## src/rtl/alu_result_disp_pkg.sv

```systemverilog
// Shared definitions for the ALU result display stage: active-low 7-seg codes,
// FSM state encoding and the two's-complement magnitude helper.
package alu_result_disp_pkg;

  // Segment order is {a,b,c,d,e,f,g,dp}, a 0 lights the segment.
  localparam logic [7:0] SEG_0     = 8'h03;
  localparam logic [7:0] SEG_1     = 8'h9F;
  localparam logic [7:0] SEG_2     = 8'h25;
  localparam logic [7:0] SEG_3     = 8'h0D;
  localparam logic [7:0] SEG_4     = 8'h99;
  localparam logic [7:0] SEG_5     = 8'h49;
  localparam logic [7:0] SEG_6     = 8'h41;
  localparam logic [7:0] SEG_7     = 8'h1F;
  localparam logic [7:0] SEG_8     = 8'h01;
  localparam logic [7:0] SEG_MINUS = 8'hFD;
  localparam logic [7:0] SEG_BLANK = 8'hFF;

  typedef enum logic [1:0] {
    IDLE = 2'd0,
    HOLD = 2'd1,
    SHOW = 2'd2
  } state_t;

  // 4-bit negate without saturation, so -8 (4'b1000) yields 8.
  function automatic logic [3:0] abs4(input logic [3:0] v);
    return v[3] ? (~v + 4'd1) : v;
  endfunction

endpackage

```

## src/rtl/alu_result_disp_seg7_mag_dec.sv

```systemverilog
// Magnitude decoder: 0..8 to an active-low 7-seg code; anything above 8 is blank.
module seg7_mag_dec
  import alu_result_disp_pkg::*;
(
  input  logic [3:0] mag,
  output logic [7:0] seg
);

  always_comb begin
    seg = SEG_BLANK;
    case (mag)
      4'd0:    seg = SEG_0;
      4'd1:    seg = SEG_1;
      4'd2:    seg = SEG_2;
      4'd3:    seg = SEG_3;
      4'd4:    seg = SEG_4;
      4'd5:    seg = SEG_5;
      4'd6:    seg = SEG_6;
      4'd7:    seg = SEG_7;
      4'd8:    seg = SEG_8;
      default: seg = SEG_BLANK;
    endcase
  end

endmodule

```

## src/rtl/alu_result_disp.sv

```systemverilog
// Display stage for the 4-bit add/sub ALU: captures a result on valid/ready,
// holds it for MIN_HOLD cycles and shows sign + magnitude, blinking on overflow.
module alu_result_disp
  import alu_result_disp_pkg::*;
#(
  parameter int MIN_HOLD  = 4,
  parameter int BLINK_DIV = 8
) (
  input  logic       clk,
  input  logic       rst_n,
  input  logic       res_valid,
  output logic       res_ready,
  input  logic [3:0] res,
  input  logic       cout,
  input  logic       overflow,
  output logic [7:0] seg_sign,
  output logic [7:0] seg_mag,
  output logic [1:0] led
);

  localparam int HOLD_W  = (MIN_HOLD  > 1) ? $clog2(MIN_HOLD)  : 1;
  localparam int BLINK_W = (BLINK_DIV > 1) ? $clog2(BLINK_DIV) : 1;
  localparam logic [HOLD_W-1:0]  HOLD_LAST  = HOLD_W'(MIN_HOLD - 1);
  localparam logic [BLINK_W-1:0] BLINK_LAST = BLINK_W'(BLINK_DIV - 1);

  // Handshake: a transfer happens in any cycle where res_valid & res_ready.
  // res_ready is a pure function of state; upstream holds res_valid and data
  // stable until the transfer.
  state_t             state;
  state_t             state_next;
  logic               accept;
  logic [HOLD_W-1:0]  hold_cnt;
  logic [BLINK_W-1:0] blink_cnt;
  logic               blink_phase;
  logic [3:0]         held_res;
  logic               held_cout;
  logic               held_ov;
  logic [3:0]         mag;
  logic [7:0]         mag_code;

  assign res_ready = (state != HOLD);
  assign accept    = res_valid & res_ready;

  always_ff @(posedge clk or negedge rst_n) begin
    if (!rst_n) begin
      state <= IDLE;
    end else begin
      state <= state_next;
    end
  end

  always_comb begin
    state_next = state;
    case (state)
      IDLE:    if (accept) state_next = HOLD;
      HOLD:    if (hold_cnt == HOLD_LAST) state_next = SHOW;
      SHOW:    if (accept) state_next = HOLD;
      default: state_next = IDLE;
    endcase
  end

  always_ff @(posedge clk or negedge rst_n) begin
    if (!rst_n) begin
      hold_cnt <= '0;
    end else if (accept) begin
      hold_cnt <= '0;
    end else if (state == HOLD && hold_cnt != HOLD_LAST) begin
      hold_cnt <= hold_cnt + HOLD_W'(1);
    end
  end

  always_ff @(posedge clk or negedge rst_n) begin
    if (!rst_n) begin
      held_res  <= '0;
      held_cout <= 1'b0;
      held_ov   <= 1'b0;
    end else if (accept) begin
      held_res  <= res;
      held_cout <= cout;
      held_ov   <= overflow;
    end
  end

  // Blink timebase only runs while the held result overflowed; a new accept
  // restarts it in the visible phase.
  always_ff @(posedge clk or negedge rst_n) begin
    if (!rst_n) begin
      blink_cnt   <= '0;
      blink_phase <= 1'b0;
    end else if (accept) begin
      blink_cnt   <= '0;
      blink_phase <= 1'b0;
    end else if (held_ov) begin
      if (blink_cnt == BLINK_LAST) begin
        blink_cnt   <= '0;
        blink_phase <= ~blink_phase;
      end else begin
        blink_cnt <= blink_cnt + BLINK_W'(1);
      end
    end
  end

  assign mag = abs4(held_res);

  seg7_mag_dec u_mag_dec (
    .mag (mag),
    .seg (mag_code)
  );

  always_comb begin
    seg_sign = SEG_BLANK;
    seg_mag  = SEG_BLANK;
    if (state != IDLE && !(held_ov && blink_phase)) begin
      seg_sign = held_res[3] ? SEG_MINUS : SEG_BLANK;
      seg_mag  = mag_code;
    end
  end

  assign led = {held_cout, held_ov};

endmodule

```

## config.mk

```make
export PLATFORM = sky130hd
export DESIGN_NAME = alu_result_disp
export DESIGN_NICKNAME = d
export VERILOG_FILES = /design/src/rtl/alu_result_disp_pkg.sv /design/src/rtl/alu_result_disp_seg7_mag_dec.sv /design/src/rtl/alu_result_disp.sv
export SDC_FILE = /design/constraint.sdc
export NUM_CORES = 1
export LEC_CHECK = 0
export CAP_MARGIN = 0
export CORE_ASPECT_RATIO = 0.6
export CORE_MARGIN = 1.5
export CORE_UTILIZATION = 40
export DETAILED_ROUTE_END_ITERATION = 16
export GPL_ROUTABILITY_DRIVEN = 0
export MAX_ROUTING_LAYER = met4
export PLACE_DENSITY = 0.73
export SETUP_SLACK_MARGIN = 0.1
export SKIP_CTS_REPAIR_TIMING = 1
export SYNTH_ARGS = -nofsm -noshare
export SYNTH_HDL_FRONTEND = slang
export SYNTH_SLANG_ARGS = --single-unit
```

## constraint.sdc

```tcl
create_clock -name clk -period 3.2 [get_ports clk]
set_clock_uncertainty 0.2 [all_clocks]
set_input_delay 0.96 -clock clk [delete_from_list [all_inputs] [get_ports clk]]
set_output_delay 0.96 -clock clk [all_outputs]
set_load 0.02 [all_outputs]
```

==> results.md, run 1 <==
- Run status: completed
- Placed Area: 1230 um2
- Fin. Hold Viols: 0
- # DRC: 0
- Post-synthesis register bit count: 14
- First drt pass iteration count: 4
- Most common cell on crit path: inv_1
- CP top delay family: adder cells
- Largest net degree at the start of global routing: 15
- Leakage: 0.640 nW
- Crit-path cells: inv_1, ha_4, mux2i_1, inv_1, ha_1, or2_0, a31oi_1, buf_4
- Layout cells sized above 1: approximately a quarter
- Max Clk Rate: between 0.3 and 0.4 GHz
- Layout area overhead: 30.1%
- Vias in the first global route: 716
- Die Width: 67.7 um
- Clock-pin slew on the worst setup and hold paths: around 50 ps
- CP max FO: 2
- Final wirelength: 2040 um
- Final core utilization: between 50 and 60%
- Antenna cells: 0
- Design area: approximately 1300 um2
- Initial Util: 44.2%
- Minimum clock period: 3090 ps
- Register area share after synthesis: between 30% and 40%
- YS warnings: 0
- Top cell type's share of synthesized area: 34.8%
- Setup TNS: 0 ps
- Slew @ Worst Pin: about 600 ps
- Crit start category: register
- CP Buf/Inv Count: 3
- Rows: 13
- Clock root buffer: clkbuf_8
- Maximum VDD drop: approximately 0.7 mV
- Final slew viol count: 0
- H-tree lvl count: 1
- Arrival time worst endpoint: between 1500 and 2000 ps
- Num CTS Buffers: 3
- Max-cap violations: 0
- Via density: 4.71
- RSZ-0062 raised after global routing: true
- Internal: about 0.00093 W
- Final setup viols: 0
- Net Sw Frac: 45.0%
- Final period utilization: 96.6%
- Hold Path Class: register to register
- Antenna Nets Post-Route: 0
- Number of port buffers: 19
- Register share of total power: 18.5%
- CP max stage delay: ~370 ps
- Most area-hungry cell type in the Yosys netlist: dfrtp_1
- Total power: around 0.0017 W
- # IOs: 28
- Nets@finish: 151
- Max-slew headroom: between 60% and 70%
- Worst Setup End Kind: output port
- Die Height: 41.8 um
- Switch Pwr: 0.000765 W
- Placement Setup Slack: -105 ps
- Cell area after synthesis: 1010 um2
- Via count: roughly 760
- First-pass GRT wire length: 3220 um
- Clk buf depth: 2
- Critical path's slowest cell: dfrtp_1
- Post-Syn Instances: 105
- Gate power share: 73.3%
- Total GRT Usage: 15.7%
- Syn avg cell area: 9.58 um2
- CTS tree: built
- DPL Wire Length: between 1500 and 2000 um
- Initial antenna violation count: 0
- Total clock sinks: 14
- Pwr dens: about 1300 nW/um2
- Die area: 2830 um2
- Ranking of synthesized cells by area: dfrtp_1 (35%), ha_1 (11%), buf_4 (8.2%)
- Clk_lat worst skew: between 200 and 250 ps
- Req. time, crit path: around 2000 ps
- Crit path kind: register to output port
- Worst setup margin: 110 ps
- 1st-iter DRT viols: 8
- Synth unique cells: 33
- Wirelength per Cell: 12.7 um
- Grt ovf: 0
- Core Area: about 2300 um2
- Clock network fraction of total power: 8.2%
## power by group through the flow
| stage | registers (W) | logic, W | clock network [W] |
|---|---|---|---|
| detailed placement | 0.000317 | 0.00121 | 0 |
| global route | 0.000325 | 0.00136 | 0.000153 |
| global placement | 0.000312 | 0.00118 | 0 |
| floorplan | 0.000314 | 0.000774 | 0 |
| finish | 0.000315 | 0.00125 | 0.000139 |
| CTS | 0.000314 | 0.00122 | 0.000144 |
## per-layer routing
layer	vias to the layer above	part of all wire (%)	global-route usage, %
met3	3	6.3	4.88
met2	24	43	21.6
met5	-	0	-
li1	392	-	-
met4	0	0.78	2.45
met1	339	50	22.9
## per-stage QoR
step,std cells,hold WS [ps]
after floorplan,112,259
after global placement,157,273
after detailed placement,157,279
after CTS,160,302
after global routing,161,324
final,161,305
## registers in the layout, summed over array words and instances (netlist names)
| name | cells |
|---|---|
| blink_cnt | 3 |
| blink_phase | 1 |
| held_cout | 1 |
| held_ov | 1 |
| held_res | 4 |
| hold_cnt | 2 |
| state | 2 |
## worst paths after layout
path	from	end	slack, ps	depth (start not counted)
setup / recovery	held_res[1]	seg_mag[4]	110	8
hold / removal	held_cout	held_cout	300	1
setup reg to reg	state[1]	held_cout	1640	3
hold reg to reg	held_cout	held_cout	300	1
max in group asynchronous	rst_n	held_res[2]	1520	1
min in group asynchronous	rst_n	hold_cnt[0]	900	1
## cells in the mapped netlist
cell	instances
a21o_1	1
a21oi_1	2
a22o_1	1
a31oi_1	2
and2_1	1
and2_4	1
buf_2	2
buf_4	11
buf_6	1
conb_1	1
dfrtp_1	14
ha_1	9
inv_1	6
mux2_1	2
mux2_2	1
mux2_4	2
mux2i_1	4
nand2_1	11
nand2b_1	3
nand3_1	2
nor2_1	10
nor2_2	2
nor2b_4	1
nor4b_2	1
o211ai_1	1
o21ai_1	5
o22ai_1	2
o311ai_1	1
o31ai_1	1
or2_0	1
or4b_4	1
xnor2_2	1
xor2_1	1
## final cells by class
cell class | count | area [um2]
Inverter | 6 | 22.5
Tap cell | 30 | 37.5
Multi-Input combinational cell | 78 | 592
Fill cell | 210 | 968
Timing Repair Buffer | 30 | 265
Sequential cell | 14 | 350
Clock buffer | 3 | 41.3
## cells in the final DEF, fill, tap and decap left out
master and count:
and2_4 1, inv_2 1, mux2i_1 4, nor4b_2 1
xnor2_4 1, or4b_4 1, a21oi_1 2, mux2_2 1
o31ai_1 1, nor2_1 10, o211ai_1 1, ha_1 7
inv_1 5, or2_0 1, a31oi_1 2, dfrtp_1 14
dlymetal6s2s_1 3, clkbuf_8 3, xor2_1 1, a22o_1 1
ha_4 2, nand2_1 11, conb_1 8, buf_2 2
and2_1 1, nor2_2 2, nor2b_4 1, o22ai_1 2
clkdlybuf4s50_1 12, nand2b_1 3, o311ai_1 1, a21o_1 1
nand3_1 2, mux2_4 2, buf_4 13, o21ai_1 5
mux2_1 2
## kinds of logic after synthesis
| logic type | share of synthesized area (%) |
|---|---|
| buffers and inverters | 12.6 |
| adder cells (fa/ha/maj) | 11.2 |
| AO/OA/AOI/OAI | 9.95 |
| other | 0.373 |
| AND/OR/NAND/NOR | 18.3 |
| flip-flops | 34.8 |
| XOR/XNOR | 2.49 |
| multiplexers | 10.3 |
Note: power is estimated with default switching activity, not from simulation.
==> run 2: changes to the inputs <==
Settings changed: ABC_AREA set to 1, CTS_CLUSTER_DIAMETER set to 30.
==> run 2 against run 1 <==
Net effect:
- setup slack better by 85 ps
- flip-flop and latch count unchanged
- first-iteration DRC count rose to 6.6 times the previous value
- utilization down 1.6 points
- routed wire length down 0.49%
- combinational power down 13%
- non-clock buffer count down 5
- sequential power up 6%
==> results.md, run 2 <==
- Asr flop ratio synth: 100% (unchanged)
- RSZ-0062 raised after global routing: true (unchanged)
- Placement Setup Slack: -56.6 ps (was -105 ps)
- Leakage: 0.702 nW (was 0.640 nW)
- Post-synthesis register bit count: 14 (unchanged)
- Clock root buffer: clkbuf_8 (unchanged)
- Run status: completed (unchanged)
- Register name with the most flops: held_res (unchanged)
- First-pass GRT wire length: 3220 um (about the same)
- Total clock sinks: 14 (unchanged)
- DPL Wire Length: 1680 um (was 1540 um)
- CTS tree: built (unchanged)
- Syn avg cell area: 7.73 um2 (was 9.58 um2)
- Clk buf depth: 2 (unchanged)
- Hold Path Class: register to register (unchanged)
- Wirelength per Cell: 11.2 um (was 12.7 um)
- Crit path from: held_res[0] (was held_res[1])
- Non-Filler Instances: 182 (was 161)
- Initial antenna violation count: 0 (unchanged)
- Final wirelength: 2030 um (was 2040 um)
- Total GRT Usage: 15.7% (about the same)
- Max Clk Rate: 0.333 GHz (was 0.324 GHz)
- Via count: 870 (was 758)
- Crit start category: register (unchanged)
- CP Buf/Inv Count: 5 (was 3)
- Worst Setup End Kind: output port (unchanged)
- Final setup viols: 0 (unchanged)
- YS warnings: 0 (unchanged)
- Crit-path cells: inv_2, ha_1, inv_1, nand2_2, nand2_2, inv_1, ha_1, inv_1, nand3_1, nand2_1, nand2_1, nand2_1, buf_6 (was inv_1, ha_4, mux2i_1, inv_1, ha_1, or2_0, a31oi_1, buf_4)
- Register area share after synthesis: 35.4% (was 34.8%)
- Rows: 13 (unchanged)
- EDFF count, synth: 0 (unchanged)
- Core Area: 2240 um2 (was 2280 um2)
- Req. time, crit path: 2040 ps (about the same)
- CP max stage delay: 370 ps (about the same)
- Min-delay src: held_cout (unchanged)
- Post-Syn Instances: 128 (was 105)
- Die area: 2790 um2 (was 2830 um2)
- Critical path's slowest cell: dfrtp_1 (unchanged)
- Vias in the first global route: 746 (was 716)
- Final period utilization: 93.9% (was 96.6%)
- Via density: 4.78 (was 4.71)
- Worst hold slack: 288 ps (was 305 ps)
- # IOs: 28 (unchanged)
- Max-slew headroom: 59.1% (was 60.4%)
- Max FFs per register: 4 (unchanged)
- Synth unique cells: 21 (was 33)
- Most area-hungry cell type in the Yosys netlist: dfrtp_1 (unchanged)
- Regs by FF count: held_res: 4 flops, blink_cnt: 3 flops (unchanged)
- Num CTS Buffers: 3 (unchanged)
- Die Height: 41.5 um (was 41.8 um)
- Setup TNS: 0 ps (unchanged)
- Dpl cells: 179 (was 157)
- Most frequent cell after synthesis: nand2_1 (was dfrtp_1)
- Ys flop type: dfrtp_1 (unchanged)
- H-tree lvl count: 1 (unchanged)
- Max-cap violations: 0 (unchanged)
- Die Width: 67.2 um (was 67.7 um)
- Pwr dens: 1240 nW/um2 (was 1300 nW/um2)
- CP top delay family: adder cells (unchanged)
- Minimum clock period: 3000 ps (was 3090 ps)
- Initial Util: 44.1% (was 44.2%)
- Clock-pin slew on the worst setup and hold paths: 50 ps (about the same)
- Slew @ Worst Pin: 612 ps (was 593 ps)
- Leading cell type in the layout, fill and taps excluded: nand2_1 (was dfrtp_1)
- Cells on Worst Hold Path: 2 (was 1)
- Synth cell count leaders: nand2_1 (33), nand3_1 (16), inv_1 (15) (was dfrtp_1 (14), buf_4 (11), nand2_1 (11))
- Final slew viol count: 0 (unchanged)
- Total power: 0.00156 W (was 0.00170 W)
- Fill count: 202 (was 210)
- Worst setup margin: 195 ps (was 110 ps)
- Arrival time worst endpoint: 1840 ps (was 1930 ps)
- Crit path kind: register to output port (unchanged)
- CP max FO: 2 (unchanged)
- Ranking of synthesized cells by area: dfrtp_1 (35%), nand2_1 (13%), ha_1 (11%) (was dfrtp_1 (35%), ha_1 (11%), buf_4 (8.2%))
- Number of port buffers: 19 (unchanged)
- Worst path depth: 13 (was 8)
- Antenna cells: 0 (unchanged)
- Clk_lat worst skew: 240 ps (about the same)
- Layout area overhead: 26.7% (was 30.1%)
- Commonest non-fill, non-tap cells in the layout: nand2_1 (31), nand3_1 (15), inv_1 (14), dfrtp_1 (14), clkdlybuf4s50_1 (12) (was dfrtp_1 (14), buf_4 (13), clkdlybuf4s50_1 (12))
- Layout cells sized above 1: 19.7% (was 23.7%)
- Fin. Hold Viols: 0 (unchanged)
- Largest net degree at the start of global routing: 15 (unchanged)
- R2R cell count: 5 (was 3)
- # DRC: 0 (unchanged)
- Antenna Nets Post-Route: 0 (unchanged)
- Maximum VDD drop: 0.464 mV (was 0.698 mV)
- 1st-iter DRT viols: 53 (was 8)
- First drt pass iteration count: 4 (unchanged)
- Cell area after synthesis: 990 um2 (was 1010 um2)
- Nets@finish: 172 (was 151)
- Top cell type's share of synthesized area: 35.4% (was 34.8%)
- R2r startpoint: blink_cnt[0] (was state[1])
- Grt ovf: 0 (unchanged)
## run 2: path summary, 6_finish.rpt
path / endpoint / slack, ps
setup / recovery: seg_mag[4] / 200
hold / removal: held_cout / 290
setup reg to reg: blink_cnt[2] / 1690
hold reg to reg: held_cout / 290
max in group asynchronous: state[0] / 1500
min in group asynchronous: hold_cnt[1] / 910
## run 2: routing by layer
layer	wire, um	vias to the layer above	track usage [%]
li1	-	438	-
met1	991	402	21.7
met2	905	30	23.2
met3	136	0	5.69
met4	0	0	0.816
met5	0	-	-
## run 2: tightest hold or removal path: cells and delay by family, from the launching register on
kind | cells | cell delay [ps]
DFF | 1 | 340
and+or+nand+nor | 2 | 120
## run 2: layout make-up
type | instances | area, um2 | share of cell area [%]
sequential | 14 | 350 | 27.9
timing repair buffer | 25 | 229 | 18.3
multi-input combinational | 92 | 528 | 42.1
inverter | 18 | 67.6 | 5.39
tap | 30 | 37.5 | 2.99
clock buffer | 3 | 41.3 | 3.29
## run 2: logic make-up after synthesis
logic type	count (synthesis)	synth area share [%]
compound gates	13	7.71
fa+ha+maj	9	11.4
buf+inv	29	15.2
flops	14	35.4
other cells	1	0.379
simple gates	62	30.0
## run 2: report_power, final
part	internal [W]	switching [W]	total (W)
combinational	0.000442	0.000649	0.00109
clock	0.0000826	0.0000517	0.000134
sequential	0.000257	0.0000762	0.000333
total	0.000781	0.000776	0.00156
## run 2: stage by stage
| stage | util (%) | area [um2] |
|---|---|---|
| floorplan | - | 1020 |
| global placement | 53.7 | 1210 |
| detailed placement | 53.7 | 1210 |
| CTS | 55.6 | 1250 |
| global route | 55.9 | 1250 |
| finish | 55.9 | 1250 |
==> run 3: changes to the inputs <==
Settings changed: ABC_CLOCK_PERIOD_IN_PS set to 3200, RECOVER_POWER set to 100.
==> run 3 against run 2 <==
Net effect:
- sequential power about the same
- routed wire length up 0.44%
- clock power hardly changed
- global-route usage stayed put
- largest cell class unchanged
==> results.md, run 3 (synthesized netlist as in run 2, its figures left out) <==
- Fin. Hold Viols: 0 (unchanged)
- Leading cell type in the layout, fill and taps excluded: nand2_1 (unchanged)
- Worst Hold End: held_cout (unchanged)
- Final wirelength: 2040 um (was 2030 um)
- Final slew viol count: 0 (unchanged)
- Clock root buffer: clkbuf_8 (unchanged)
- H-tree lvl count: 1 (unchanged)
- Leakage: 0.691 nW (was 0.702 nW)
- Commonest non-fill, non-tap cells in the layout: nand2_1 (32), nand3_1 (16), inv_1 (15) (was nand2_1 (31), nand3_1 (15), inv_1 (14), dfrtp_1 (14), clkdlybuf4s50_1 (12))
- Worst hold slack: 283 ps (was 288 ps)
- Final setup viols: 0 (unchanged)
- Layout area overhead: 24.9% (was 26.7%)
- Internal: 0.000755 W (was 0.000781 W)
- CTS tree: built (unchanged)
- Max-slew headroom: 58.7% (was 59.1%)
- R2R cell count: 6 (was 5)
- Crit start category: register (unchanged)
- Net Sw Frac: 50.3% (was 49.9%)
- Clock network fraction of total power: 8.9% (was 8.6%)
- Antenna cells: 0 (unchanged)
- R2r startpoint: state[0] (was blink_cnt[0])
- CP max FO: 2 (unchanged)
- Max Clk Rate: 0.326 GHz (was 0.333 GHz)
- Die area: 2790 um2 (unchanged)
- Antenna Nets Post-Route: 0 (unchanged)
- Design area: 1240 um2 (was 1250 um2)
- Wirelength per Cell: 11.2 um (about the same)
- Minimum clock period: 3070 ps (was 3000 ps)
- Total GRT Usage: 15.7% (unchanged)
- First drt pass iteration count: 4 (unchanged)
- Nets@finish: 172 (unchanged)
- Vias in the first global route: 746 (unchanged)
- Largest net degree at the start of global routing: 15 (unchanged)
- Via count: 872 (was 870)
- Arrival time worst endpoint: 1910 ps (was 1840 ps)
- Max-cap violations: 0 (unchanged)
- Grt ovf: 0 (unchanged)
- Num CTS Buffers: 3 (unchanged)
- Maximum VDD drop: 0.455 mV (was 0.464 mV)
- Initial antenna violation count: 0 (unchanged)
- Max FFs per register: 4 (unchanged)
- Clock-pin slew on the worst setup and hold paths: 50 ps (about the same)
- Crit path kind: register to output port (unchanged)
- # DRC: 0 (unchanged)
- Number of port buffers: 19 (unchanged)
- Req. time, crit path: 2040 ps (about the same)
- Final period utilization: 95.8% (was 93.9%)
- First-pass GRT wire length: 3220 um (unchanged)
- Pwr dens: 1230 nW/um2 (was 1240 nW/um2)
- Run status: completed (unchanged)
- Final core utilization: 55.1% (was 55.9%)
- DPL Wire Length: 1680 um (unchanged)
- Layout cells sized above 1: 15.8% (was 19.7%)
- Die Height: 41.5 um (unchanged)
- Initial Util: 44.1% (unchanged)
- Slew @ Worst Pin: 618 ps (was 612 ps)
- Regs by FF count: held_res: 4 flops, blink_cnt: 3 flops (unchanged)
- Rows: 13 (unchanged)
- Clk_lat worst skew: 240 ps (about the same)
- RSZ-0062 raised after global routing: true (unchanged)
- Placed Area: 1210 um2 (unchanged)
- Die Width: 67.2 um (unchanged)
- Min-delay src: held_cout (unchanged)
- Register name with the most flops: held_res (unchanged)
- Total clock sinks: 14 (unchanged)
- Reg2Reg Setup Slack: 1510 ps (was 1690 ps)
- Hold Path Class: register to register (unchanged)
- # IOs: 28 (unchanged)
- Critical R2R Capture: blink_cnt[2] (unchanged)
- Switch Pwr: 0.000763 W (was 0.000776 W)
- Setup TNS: 0 ps (unchanged)
- Clk buf depth: 2 (unchanged)
- Register share of total power: 21.8% (was 21.4%)
- Core Area: 2240 um2 (unchanged)
- Gate power share: 69.4% (was 70.0%)
- 1st-iter DRT viols: 59 (was 53)
- Via density: 4.79 (was 4.78)
- Worst Setup End Kind: output port (unchanged)
- Cells on Worst Hold Path: 2 (unchanged)
[run 3: cell types whose count changed in the layout (fill, tap and decap cells not counted), sizes merged]
cell,before,now
dlygate4sd3,0,6
clkdlybuf4s50,12,6
[run 3: power groups by stage]
stage | combinational (W) | clock, W | sequential (W)
floorplan | 0.000715 | 0 | 0.000315
global placement | 0.00107 | 0 | 0.000323
detailed placement | 0.00112 | 0 | 0.000331
CTS | 0.00112 | 0.000139 | 0.000329
global route | 0.00116 | 0.000149 | 0.000341
finish | 0.00105 | 0.000134 | 0.000330
[run 3: how the worst max path moves through the flow]
| stage | from | endpoint | slack [ps] | cells after the start |
|---|---|---|---|---|
| 2_1_floorplan | held_res[0] | seg_mag[4] | 410 | 12 |
| 5_1_grt | held_res[0] | seg_mag[7] | 40 | 12 |
| 3_3_place_gp | held_res[0] | seg_mag[4] | 40 | 13 |
| 4_1_cts | held_res[0] | seg_mag[4] | -320 | 13 |
| 3_5_place_dp | held_res[0] | seg_mag[4] | -60 | 13 |
| 6_report | held_res[0] | seg_mag[7] | 130 | 12 |
[run 3: critical path, stage by stage, from the launching register on]
cell,delay (ps)
dfrtp_1,370
inv_2,50
ha_1,280
inv_1,70
nand2_2,50
nand2_2,70
buf_4,110
ha_1,130
nand3_1,90
nand2_1,80
nand2_1,50
nand2_1,60
clkbuf_1,250
[run 3: through the flow]
| step | worst slack [ps] | total power [W] | std cells |
|---|---|---|---|
| after floorplan | 411 | 0.00103 | 135 |
| after global placement | 40.0 | 0.00140 | 179 |
| after detailed placement | -56.6 | 0.00145 | 179 |
| after CTS | -319 | 0.00159 | 182 |
| after global routing | 44.3 | 0.00165 | 182 |
| final | 135 | 0.00152 | 182 |
[run 3: per-layer routing]
| metal | share of wire, % | global-route usage [%] | up-vias |
|---|---|---|---|
| li1 | - | - | 436 |
| met1 | 48 | 21.7 | 403 |
| met2 | 44 | 23.2 | 33 |
| met3 | 8.0 | 5.69 | 0 |
| met4 | 0 | 0.816 | 0 |
| met5 | 0 | - | - |
[run 3: layout make-up]
cell class | count | area [um2]
repair buffers | 25 | 226
fillers | 207 | 1010
flip-flops and latches | 14 | 350
well taps | 30 | 37.5
inverters | 18 | 67.6
clock buffers | 3 | 41.3
multi-input cells | 92 | 513
